$ cat src/rtl/uart_pkg.sv
// Shared UART constants, frame state encoding and small helpers.
package uart_pkg;

  localparam int unsigned CLK_HZ      = 50_000_000;
  localparam int unsigned BAUD        = 9600;
  // One 10-bit character (start + 8 data + stop) in system clock cycles.
  localparam int unsigned BYTE_CYCLES = CLK_HZ * 10 / BAUD;

  localparam logic [7:0] HEADER_BYTE  = 8'hAA;

  typedef enum logic [2:0] {
    ST_IDLE = 3'd0,
    ST_CMD  = 3'd1,
    ST_ARG  = 3'd2,
    ST_CHK  = 3'd3,
    ST_HOLD = 3'd4
  } state_t;

  // Increment that sticks at all-ones instead of wrapping.
  function automatic logic [7:0] sat_inc8(input logic [7:0] value);
    return (value == 8'hFF) ? value : value + 8'd1;
  endfunction

endpackage

$ cat src/rtl/uart_cmd_controller_if.sv
// Command handshake between the frame controller and the system core.
interface uart_cmd_controller_if;

  logic [7:0] cmd;
  logic [7:0] arg;
  logic       cmd_valid;
  logic       cmd_ready;

  modport master (output cmd, output arg, output cmd_valid, input cmd_ready);
  modport slave  (input cmd, input arg, input cmd_valid, output cmd_ready);

endinterface

$ cat src/rtl/uart_cmd_controller_pulse_sync.sv
// Two-flop synchroniser followed by a registered rising-edge detector.
module pulse_sync (
  input  logic clk,
  input  logic reset_n,
  input  logic level,
  output logic byte_stb
);

  logic sync1;
  logic sync2;
  logic prev;

  // Resynchronise the level and emit a one-cycle strobe on its rising edge.
  always_ff @(posedge clk or negedge reset_n) begin
    if (!reset_n) begin
      sync1    <= 1'b0;
      sync2    <= 1'b0;
      prev     <= 1'b0;
      byte_stb <= 1'b0;
    end else begin
      sync1    <= level;
      sync2    <= sync1;
      prev     <= sync2;
      byte_stb <= sync2 & ~prev;
    end
  end

endmodule

$ cat src/rtl/uart_cmd_controller.sv
// Assembles header/cmd/arg/checksum frames from the byte receiver, presents
// validated commands over a valid/ready handshake, and supervises the
// receiver with an inter-byte timeout and a saturating error counter.
module uart_cmd_controller
  import uart_pkg::*;
#(
  parameter logic [7:0]  HEADER         = HEADER_BYTE,
  parameter int unsigned TIMEOUT_CYCLES = 2 * BYTE_CYCLES,
  parameter int unsigned CNT_W          = 17
) (
  input  logic                         clk,
  input  logic                         reset_n,
  input  logic [7:0]                   rx_data,
  input  logic                         rx_received,
  output logic                         rx_rst,
  uart_cmd_controller_if.master        cmd_bus,
  output logic                         busy,
  output logic [7:0]                   err_count
);

  state_t           state;
  state_t           state_next;
  logic [CNT_W-1:0] timer;
  logic [CNT_W-1:0] timer_next;
  logic [7:0]       cmd_q;
  logic [7:0]       cmd_next;
  logic [7:0]       arg_q;
  logic [7:0]       arg_next;
  logic             err;
  logic             byte_stb;
  logic             timeout;

  pulse_sync u_rx_sync (
    .clk      (clk),
    .reset_n  (reset_n),
    .level    (rx_received),
    .byte_stb (byte_stb)
  );

  assign timeout = (timer == CNT_W'(TIMEOUT_CYCLES - 1));

  // Frame sequencing: next state, timer, captured fields and error flag.
  // A byte strobe always takes priority over an expiring timer.
  always_comb begin
    state_next = state;
    timer_next = timer;
    cmd_next   = cmd_q;
    arg_next   = arg_q;
    err        = 1'b0;
    unique case (state)
      ST_IDLE: begin
        if (byte_stb) begin
          timer_next = '0;
          if (rx_data == HEADER) state_next = ST_CMD;
        end
      end
      ST_CMD: begin
        if (byte_stb) begin
          cmd_next   = rx_data;
          timer_next = '0;
          state_next = ST_ARG;
        end else if (timeout) begin
          err        = 1'b1;
          timer_next = '0;
          state_next = ST_IDLE;
        end else begin
          timer_next = timer + 1'b1;
        end
      end
      ST_ARG: begin
        if (byte_stb) begin
          arg_next   = rx_data;
          timer_next = '0;
          state_next = ST_CHK;
        end else if (timeout) begin
          err        = 1'b1;
          timer_next = '0;
          state_next = ST_IDLE;
        end else begin
          timer_next = timer + 1'b1;
        end
      end
      ST_CHK: begin
        if (byte_stb) begin
          timer_next = '0;
          if (rx_data == (cmd_q ^ arg_q)) begin
            state_next = ST_HOLD;
          end else begin
            err        = 1'b1;
            state_next = ST_IDLE;
          end
        end else if (timeout) begin
          err        = 1'b1;
          timer_next = '0;
          state_next = ST_IDLE;
        end else begin
          timer_next = timer + 1'b1;
        end
      end
      ST_HOLD: begin
        // A byte here is an overrun: dropped, but the held frame survives.
        if (byte_stb) err = 1'b1;
        if (cmd_bus.cmd_ready) state_next = ST_IDLE;
      end
      default: begin
        state_next = ST_IDLE;
        timer_next = '0;
      end
    endcase
  end

  // State, timer, frame fields, receiver reset pulse and error counter.
  always_ff @(posedge clk or negedge reset_n) begin
    if (!reset_n) begin
      state     <= ST_IDLE;
      timer     <= '0;
      cmd_q     <= '0;
      arg_q     <= '0;
      rx_rst    <= 1'b1;
      err_count <= '0;
    end else begin
      state     <= state_next;
      timer     <= timer_next;
      cmd_q     <= cmd_next;
      arg_q     <= arg_next;
      rx_rst    <= err;
      if (err) err_count <= sat_inc8(err_count);
    end
  end

  assign cmd_bus.cmd       = cmd_q;
  assign cmd_bus.arg       = arg_q;
  assign cmd_bus.cmd_valid = (state == ST_HOLD);
  assign busy              = (state != ST_IDLE);

endmodule

$ cat src/flat_wrapper.sv
// flat-port wrapper written by rule: the top's interface ports become plain ports
module uart_cmd_controller_flat import uart_pkg::*;
#(
  parameter logic [7:0]  HEADER         = HEADER_BYTE,
  parameter int unsigned TIMEOUT_CYCLES = 2 * BYTE_CYCLES,
  parameter int unsigned CNT_W          = 17
)
  (clk, reset_n, rx_data, rx_received, rx_rst, busy, err_count, cmd_bus_cmd, cmd_bus_arg, cmd_bus_cmd_valid, cmd_bus_cmd_ready);
  uart_cmd_controller_if cmd_bus_i ();
  input  logic clk;
  input  logic reset_n;
  input  logic [7:0] rx_data;
  input  logic rx_received;
  output logic rx_rst;
  output logic busy;
  output logic [7:0] err_count;
  output wire logic [$bits(cmd_bus_i.cmd)-1:0] cmd_bus_cmd;
  output wire logic [$bits(cmd_bus_i.arg)-1:0] cmd_bus_arg;
  output wire logic [$bits(cmd_bus_i.cmd_valid)-1:0] cmd_bus_cmd_valid;
  input wire logic [$bits(cmd_bus_i.cmd_ready)-1:0] cmd_bus_cmd_ready;
  assign cmd_bus_cmd = cmd_bus_i.cmd;
  assign cmd_bus_arg = cmd_bus_i.arg;
  assign cmd_bus_cmd_valid = cmd_bus_i.cmd_valid;
  assign cmd_bus_i.cmd_ready = cmd_bus_cmd_ready;
  uart_cmd_controller #(.HEADER(HEADER), .TIMEOUT_CYCLES(TIMEOUT_CYCLES), .CNT_W(CNT_W)) u_core (.clk(clk), .reset_n(reset_n), .rx_data(rx_data), .rx_received(rx_received), .rx_rst(rx_rst), .cmd_bus(cmd_bus_i), .busy(busy), .err_count(err_count));
endmodule
$ cat config.mk
export PLATFORM = sky130hd
export DESIGN_NAME = uart_cmd_controller_flat
export DESIGN_NICKNAME = d
export VERILOG_FILES = /design/src/rtl/uart_pkg.sv /design/src/rtl/uart_cmd_controller_if.sv /design/src/rtl/uart_cmd_controller_pulse_sync.sv /design/src/rtl/uart_cmd_controller.sv /design/src/flat_wrapper.sv
export SDC_FILE = /design/constraint.sdc
export NUM_CORES = 1
export LEC_CHECK = 0
export ABC_AREA = 0
export CORE_MARGIN = 3
export CORE_UTILIZATION = 45
export CTS_CLUSTER_DIAMETER = 120
export DETAILED_ROUTE_END_ITERATION = 7
export GPL_TIMING_DRIVEN = 0
export PLACE_DENSITY = 0.69
export SLEW_MARGIN = 5
export SYNTH_ARGS = -nofsm -noshare
export SYNTH_HDL_FRONTEND = slang
export SYNTH_SLANG_ARGS = --single-unit
$ cat constraint.sdc
create_clock -name clk -period 1.6 [get_ports clk]
set_input_delay 0.24 -clock clk [delete_from_list [all_inputs] [get_ports clk]]
set_output_delay 0.24 -clock clk [all_outputs]
set_load 0.05 [all_outputs]
Word level (Yosys, flattened, before mapping)
Index checks and enable logic that the tools add are counted.
Storage, ports and cells
  bits in registers: 49
  output and inout port bits: 27
  bits of input ports: 12
Operators by class
  muxes and demuxes: 19
  eq/ne operators: 11
  add/subtract/negate cells: 2
  reductions and logical operators: 9
  bitwise logic cells: 5
Operator list (number)
  17-bit two-way mux: 3
  17-bit case mux with 3 select lines: 1
  3-bit two-way mux: 8
  17-bit by 1-bit adder with 17-bit output, second input constant: 1
  17-bit == test, second input constant: 1
  8-bit == test, second input constant: 2
  3-bit case mux with 5 select lines: 1
  8-bit by 1-bit adder with 8-bit output, second input constant: 1
  8-bit == test: 1
  2-bit AND reduction: 4
  8-bit XOR: 1
  3-bit by 2-bit == test with 1-bit output, second input constant: 2
  1-bit two-way mux: 5
  2-bit by 1-bit inequality test with 1-bit output, second input constant: 2
  3-bit by 1-bit == test with 1-bit output, second input constant: 1
  3-bit == test, second input constant: 1
  3-bit logical NOT: 1
  1-bit inverter: 3
  1-bit case mux with 3 select lines: 1
  3-bit AND reduction: 1
  3-bit nonzero test: 1
  3-bit OR reduction: 1
  2-bit inequality test, second input constant: 1
  2-bit OR reduction: 1
  1-bit bitwise AND: 1

Depth between registers and ports, before layout
Gate-level depths: netlist (run 1).
  depth after elaboration: 6
  gate-level depth with buffers: 8
  depth with buffers taken out: 8

Hierarchy
From an unflattened synthesis (run 1), not the netlist that was laid out.
Unflattened totals
  cell total of the unflattened synthesis: 230
  area, all modules: 2551.2 um2
By module, submodules not included
  uart_cmd_controller: area an instance 2437.3 um2, sequential area each 1127.3 um2, instances 1, cells each 225
  pulse_sync: area an instance 113.9 um2, sequential area each 100.1 um2, instances 1, cells each 5

Worst setup path before layout (run 1)
Ideal clock, no wire load.
  path kind: register to register
  start: register u_core.arg_q[5], in the netlist u_core.cmd_bus.arg[5]
  end: register u_core.err_count[1]
  setup slack: -372 ps
  data arrival time: 1847 ps
  cell stages (with the launch flop): 6
  cell sequence: dfrtp_1 xnor3_1 nand4_1 o21ai_4 a31oi_2 mux2_4
Between the ends
  cells in the longest elaborated chain, start to end: 6
Ends and longest elaborated chain
  start, declared: line uart_cmd_controller.sv:27  | logic [7:0] arg_q;
  start signal, assigned: line uart_cmd_controller.sv:125  | arg_q <= arg_next;
  8-bit XOR: line uart_cmd_controller.sv:86  | if (rx_data == (cmd_q ^ arg_q)) begin
  8-bit == test: line uart_cmd_controller.sv:86
  1-bit two-way mux: line uart_cmd_controller.sv:86
  1-bit two-way mux: line uart_cmd_controller.sv:84  | if (byte_stb) begin
  1-bit case mux with 3 select lines: line uart_cmd_controller.sv:50  | unique case (state)
  2-bit AND reduction (no source line)
  end signal, assigned: line uart_cmd_controller.sv:127  | if (err) err_count <= sat_inc8(err_count);
  end, declared: line uart_cmd_controller.sv:18  | output logic [7:0] err_count
Every way passes these cells.
A chain may end at the register's enable or synchronous reset.

Worst setup path in the final report (run 1)
  start: register u_core.cmd_q[7], in the netlist u_core.cmd_bus.cmd[7]
  end: register u_core.err_count[1]
Between the ends
  cells in the longest elaborated chain, start to end: 6
Ends and longest elaborated chain
  start, declared: line uart_cmd_controller.sv:25  | logic [7:0] cmd_q;
  start signal, assigned: line uart_cmd_controller.sv:124  | cmd_q <= cmd_next;
  8-bit XOR: line uart_cmd_controller.sv:86
  8-bit == test: line uart_cmd_controller.sv:86
  1-bit two-way mux: line uart_cmd_controller.sv:86
  1-bit two-way mux: line uart_cmd_controller.sv:84
  1-bit case mux with 3 select lines: line uart_cmd_controller.sv:50
  2-bit AND reduction (no source line)
Every way passes these cells.

==> results.md, run 1 <==
- Warning count from the yosys run: 0
- Number of vias after detailed routing: 2133
- CTS tree: done
- FMAX: 564 MHz
- Mean instance size in the synthesized netlist: 11.4 um^2
- Iter 0 DRT Violations: 146
- Pre-Repair DR Iteration Count: 4
- Num rows: 26
- Compound-cell area share of the yosys netlist: 9.53%
- Hold Path Stages: 2
- Unrepaired setup endpoints after global routing: true
- Multi-input logic area: 1540 um^2
- Antenna diode count: 0
- Most used flip-flop cell after synthesis: sky130_fd_sc_hd__dfrtp_1
- Insertion delay of the later-clocked pin in the worst-skew pair: 0.30 ns
- Largest net degree at the start of global routing: 31
- Final wirelength: 6440 um
- X dimension of the die: 81.8 um
- Synth async-reset ratio: 100%
- DP HPWL: 3730 um
- Worst r2r path cells: 5
- Startpoint of the worst hold path: rx_data[3]
- Syn Inst Count: 227
- Max-cap violation count: 0
- Tot Pwr: 5620 uW
- Share of the clock period used by the worst path: 111%
- Final setup slack of the worst path: -0.172 ns
- Leakage dissipation: 0.00167 uW
- Total GRT Usage: 18.8%
- Synth Area in Adders: 1.45%
- Ports: 39
- Terminating pin of the worst hold path: u_core.cmd_bus.cmd[3]
- Post-synth net total: 242
- Wire length of the first global-routing pass: 9690 um
- Setup slack of the most critical reg-to-reg path: -0.17 ns
- Measured slew at the worst slew-check pin: 0.496 ns
- Buffers on Ports: 38
- Die extent in y: 81.8 um
- Status: complete, but fails checks
- Sinks on the clock net: 49
- TritonCTS Buffers: 5
- Netlist cell types: 56
- Initial antenna violation count: 0
- Crit path launch type: flip-flop
- Power density over cell area: 1480 nW/um^2
- Total gr overflow: 0
- CP Class: flip-flop to flip-flop
- Worst setup timing slack at the placement stage: -0.598 ns
- Worst vdd ir: 1.25 mV
- Pins over their slew limit: 0
- Post-synth EDFFs: 0
- Floorplan Core Area: 5340 um^2
- Worst Skew: 0.00501 ns
- Required time worst endpoint: 1.79 ns
- Endpoint type of the worst setup path: flip-flop
- Drt via density: 5.54
- Post-synthesis simple-gate area fraction: 20.2%
- Footprint of the flip-flops and latches: 1260 um^2
- Final routed wire length divided by cell count: 16.7 um
- Violations in the final reports: negative setup slack
- Number of synthesized register bits: 49
- H-tree depth reported by CTS: 2
- Number of global-route vias before repair: 1945
- Data arrival at the endpoint of the critical path: 1.96 ns
- Mux contribution to synthesized area: 8.80%
- Total standard cell area after synthesis: 2590 um^2
- Peak fanout along the critical path: 7
- Layout filler cell count: 372
- Final ANT Viol Nets: 0
- Setup-violating endpoint count in the final report: 25
- Fraction of layout instances using a drive strength above 1: 46.0%
- Post-Synth XOR/XNOR Area: 10.7%
- Clock-pin slew of the registers on the worst-case setup and hold paths: 0.09 ns
- Hold violation count in the final report: 0
- Worst slew margin relative to its limit: 67.0%
- Layout area overhead: 46.4%
- Main combinational cell family by area after synthesis: simple AND/OR/NAND/NOR gates
- # DRC: 0
- Root cell of the clock tree: sky130_fd_sc_hd__clkbuf_8
- RR Endpoint: u_core.err_count[1]
- Hold Path Class: input port to flip-flop
- CTS max path bufs: 2
- Die outline area: 6700 um^2
- Final core occ: 71.0%
- Worst r2r src: u_core.cmd_bus.cmd[7]
- Sequential-to-total area share from yosys stat: 47.4%
- Routability cong.: 0.784
- Net count reported at finish: 329
- Shortest clock period the worst path allows after layout: 1.77 ns
- Initial core utilization: 48.5%
routing by layer:
layer  vias up  routed length [um]  global-route usage [%]
met4         0                  80                    5.48
met1      1074                2880                    26.9
met3         7                 307                    4.06
li1        995                   -                       -
met2        57                3170                    28.8
met5         -                   0                       0
how the worst max path moves through the flow:
stage,start,to,slack [ns],cells after the start
after floorplan,u_core.cmd_bus.cmd[3],u_core.err_count[1],-0.19,5
after detailed placement,rx_data[5],u_core.err_count[1],-0.60,6
after CTS,u_core.cmd_bus.arg[4],u_core.err_count[4],-0.23,5
after global routing,u_core.u_rx_sync.byte_stb,u_core.err_count[7],-0.25,4
final,u_core.cmd_bus.cmd[7],u_core.err_count[1],-0.17,5
after global placement,reset_n,u_core.cmd_bus.arg[2],-1.37,1
worst max-delay path, cell delays in order, from the launching register on:
cell	delay, ns
sky130_fd_sc_hd__dfrtp_2	0.43
sky130_fd_sc_hd__xnor3_1	0.29
sky130_fd_sc_hd__nand4_2	0.16
sky130_fd_sc_hd__o21ai_4	0.31
sky130_fd_sc_hd__a31oi_4	0.15
sky130_fd_sc_hd__mux2_4	0.31
cell usage after synthesis (2+ instances only):
master	number	area, um^2
sky130_fd_sc_hd__dfrtp_1	48	1200
sky130_fd_sc_hd__nor2_1	22	82.6
sky130_fd_sc_hd__mux2_2	16	180
sky130_fd_sc_hd__nand3_1	16	80.1
sky130_fd_sc_hd__nand2_1	15	56.3
sky130_fd_sc_hd__xnor3_1	8	180
sky130_fd_sc_hd__a31oi_1	7	43.8
sky130_fd_sc_hd__a21oi_1	6	30.0
sky130_fd_sc_hd__xor2_1	6	52.6
sky130_fd_sc_hd__inv_1	5	18.8
sky130_fd_sc_hd__nand4_1	5	31.3
sky130_fd_sc_hd__o21ai_0	5	25.0
sky130_fd_sc_hd__xnor2_1	5	43.8
sky130_fd_sc_hd__buf_2	4	20.0
sky130_fd_sc_hd__and3_1	3	18.8
sky130_fd_sc_hd__ha_1	3	37.5
sky130_fd_sc_hd__nand2b_1	3	18.8
sky130_fd_sc_hd__nor2b_1	3	18.8
sky130_fd_sc_hd__nor3_1	3	15.0
sky130_fd_sc_hd__a211oi_1	2	15.0
sky130_fd_sc_hd__and2_1	2	12.5
sky130_fd_sc_hd__and3_4	2	22.5
sky130_fd_sc_hd__mux2_1	2	22.5
sky130_fd_sc_hd__nor3_2	2	20.0
sky130_fd_sc_hd__nor4bb_1	2	20.0
sky130_fd_sc_hd__o22a_1	2	17.5
sequential cells by signal (all words and copies together), names as in the netlist:
signal                     flops
u_core.u_rx_sync.byte_stb      1
u_core.state                   3
u_core.cmd_bus.arg             8
u_core.rx_rst                  1
u_core.timer                  17
u_core.u_rx_sync.prev          1
u_core.cmd_bus.cmd             8
u_core.err_count               8
u_core.u_rx_sync.sync2         1
u_core.u_rx_sync.sync1         1
power breakdown:
group	leakage, uW	total (uW)	internal, uW	switching, uW
sequential	0.000605	1820	1550	276
clock	0.0000681	1040	621	422
combinational	0.000995	2750	1170	1580
cell usage in the layout, fill, tap and decap left out, types with 3 or more instances in the layout:
cell type / n
sky130_fd_sc_hd__nand4_1: 5
sky130_fd_sc_hd__mux2_2: 16
sky130_fd_sc_hd__nor2_2: 4
sky130_fd_sc_hd__dfrtp_2: 24
sky130_fd_sc_hd__dlygate4sd2_1: 28
sky130_fd_sc_hd__buf_4: 34
sky130_fd_sc_hd__clkdlybuf4s15_1: 3
sky130_fd_sc_hd__nand3_1: 14
sky130_fd_sc_hd__a31oi_1: 6
sky130_fd_sc_hd__xor2_1: 6
sky130_fd_sc_hd__buf_6: 10
sky130_fd_sc_hd__xnor3_1: 8
sky130_fd_sc_hd__clkbuf_8: 5
sky130_fd_sc_hd__nand2b_1: 3
sky130_fd_sc_hd__a21oi_1: 5
sky130_fd_sc_hd__dfrtp_1: 24
sky130_fd_sc_hd__nor2_1: 11
sky130_fd_sc_hd__xnor2_1: 5
sky130_fd_sc_hd__nor2_4: 8
sky130_fd_sc_hd__buf_2: 3
sky130_fd_sc_hd__and3_1: 3
sky130_fd_sc_hd__inv_1: 4
sky130_fd_sc_hd__nand2_1: 15
cells by family after synthesis:
family,count (synthesis)
multiplexers,20
AND/OR/NAND/NOR,91
XOR/XNOR,19
adder cells (fa/ha/maj),3
AO/OA/AOI/OAI,34
flip-flops,49
buffers and inverters,11
stage by stage:
stage	std cells	cell area, um^2	setup TNS [ns]	hold WS (ns)
after floorplan	227	2620	-0.946	-0.0556
after global placement	335	3090	-68.40	0.334
after detailed placement	336	3100	-8.14	0.230
after CTS	363	3420	-2.23	0.358
after global routing	385	3790	-4.87	0.286
final	385	3790	-1.97	0.277
area by class of cell:
| cell class | instances | area share, % |
|---|---|---|
| timing repair buffer | 81 | 18.9 |
| inverter | 6 | 0.595 |
| clock buffer | 5 | 1.82 |
| clock inverter | 3 | 1.72 |
| tap | 70 | 2.31 |
| buffer | 4 | 0.859 |
| sequential | 49 | 33.2 |
| multi-input combinational | 167 | 40.6 |
timing repair:
item | 4_1_cts | 5_1_grt
setup buffers | 18 | 23
resized for setup | 67 | 52
endpoints found under the hold margin | 18 | 0
setup endpoints to repair | 66 | 45
hold buffers | 1 | 0
pin swaps | 14 | 33
cloned | 1 | 0
Power figures use the tool's default switching activity.
==> run 2: changes to the inputs <==
SLEW_MARGIN = not set   (was 5)
==> results of run 2 <==
Same layout as run 1: the final DEF is identical, and so are final timing and power.
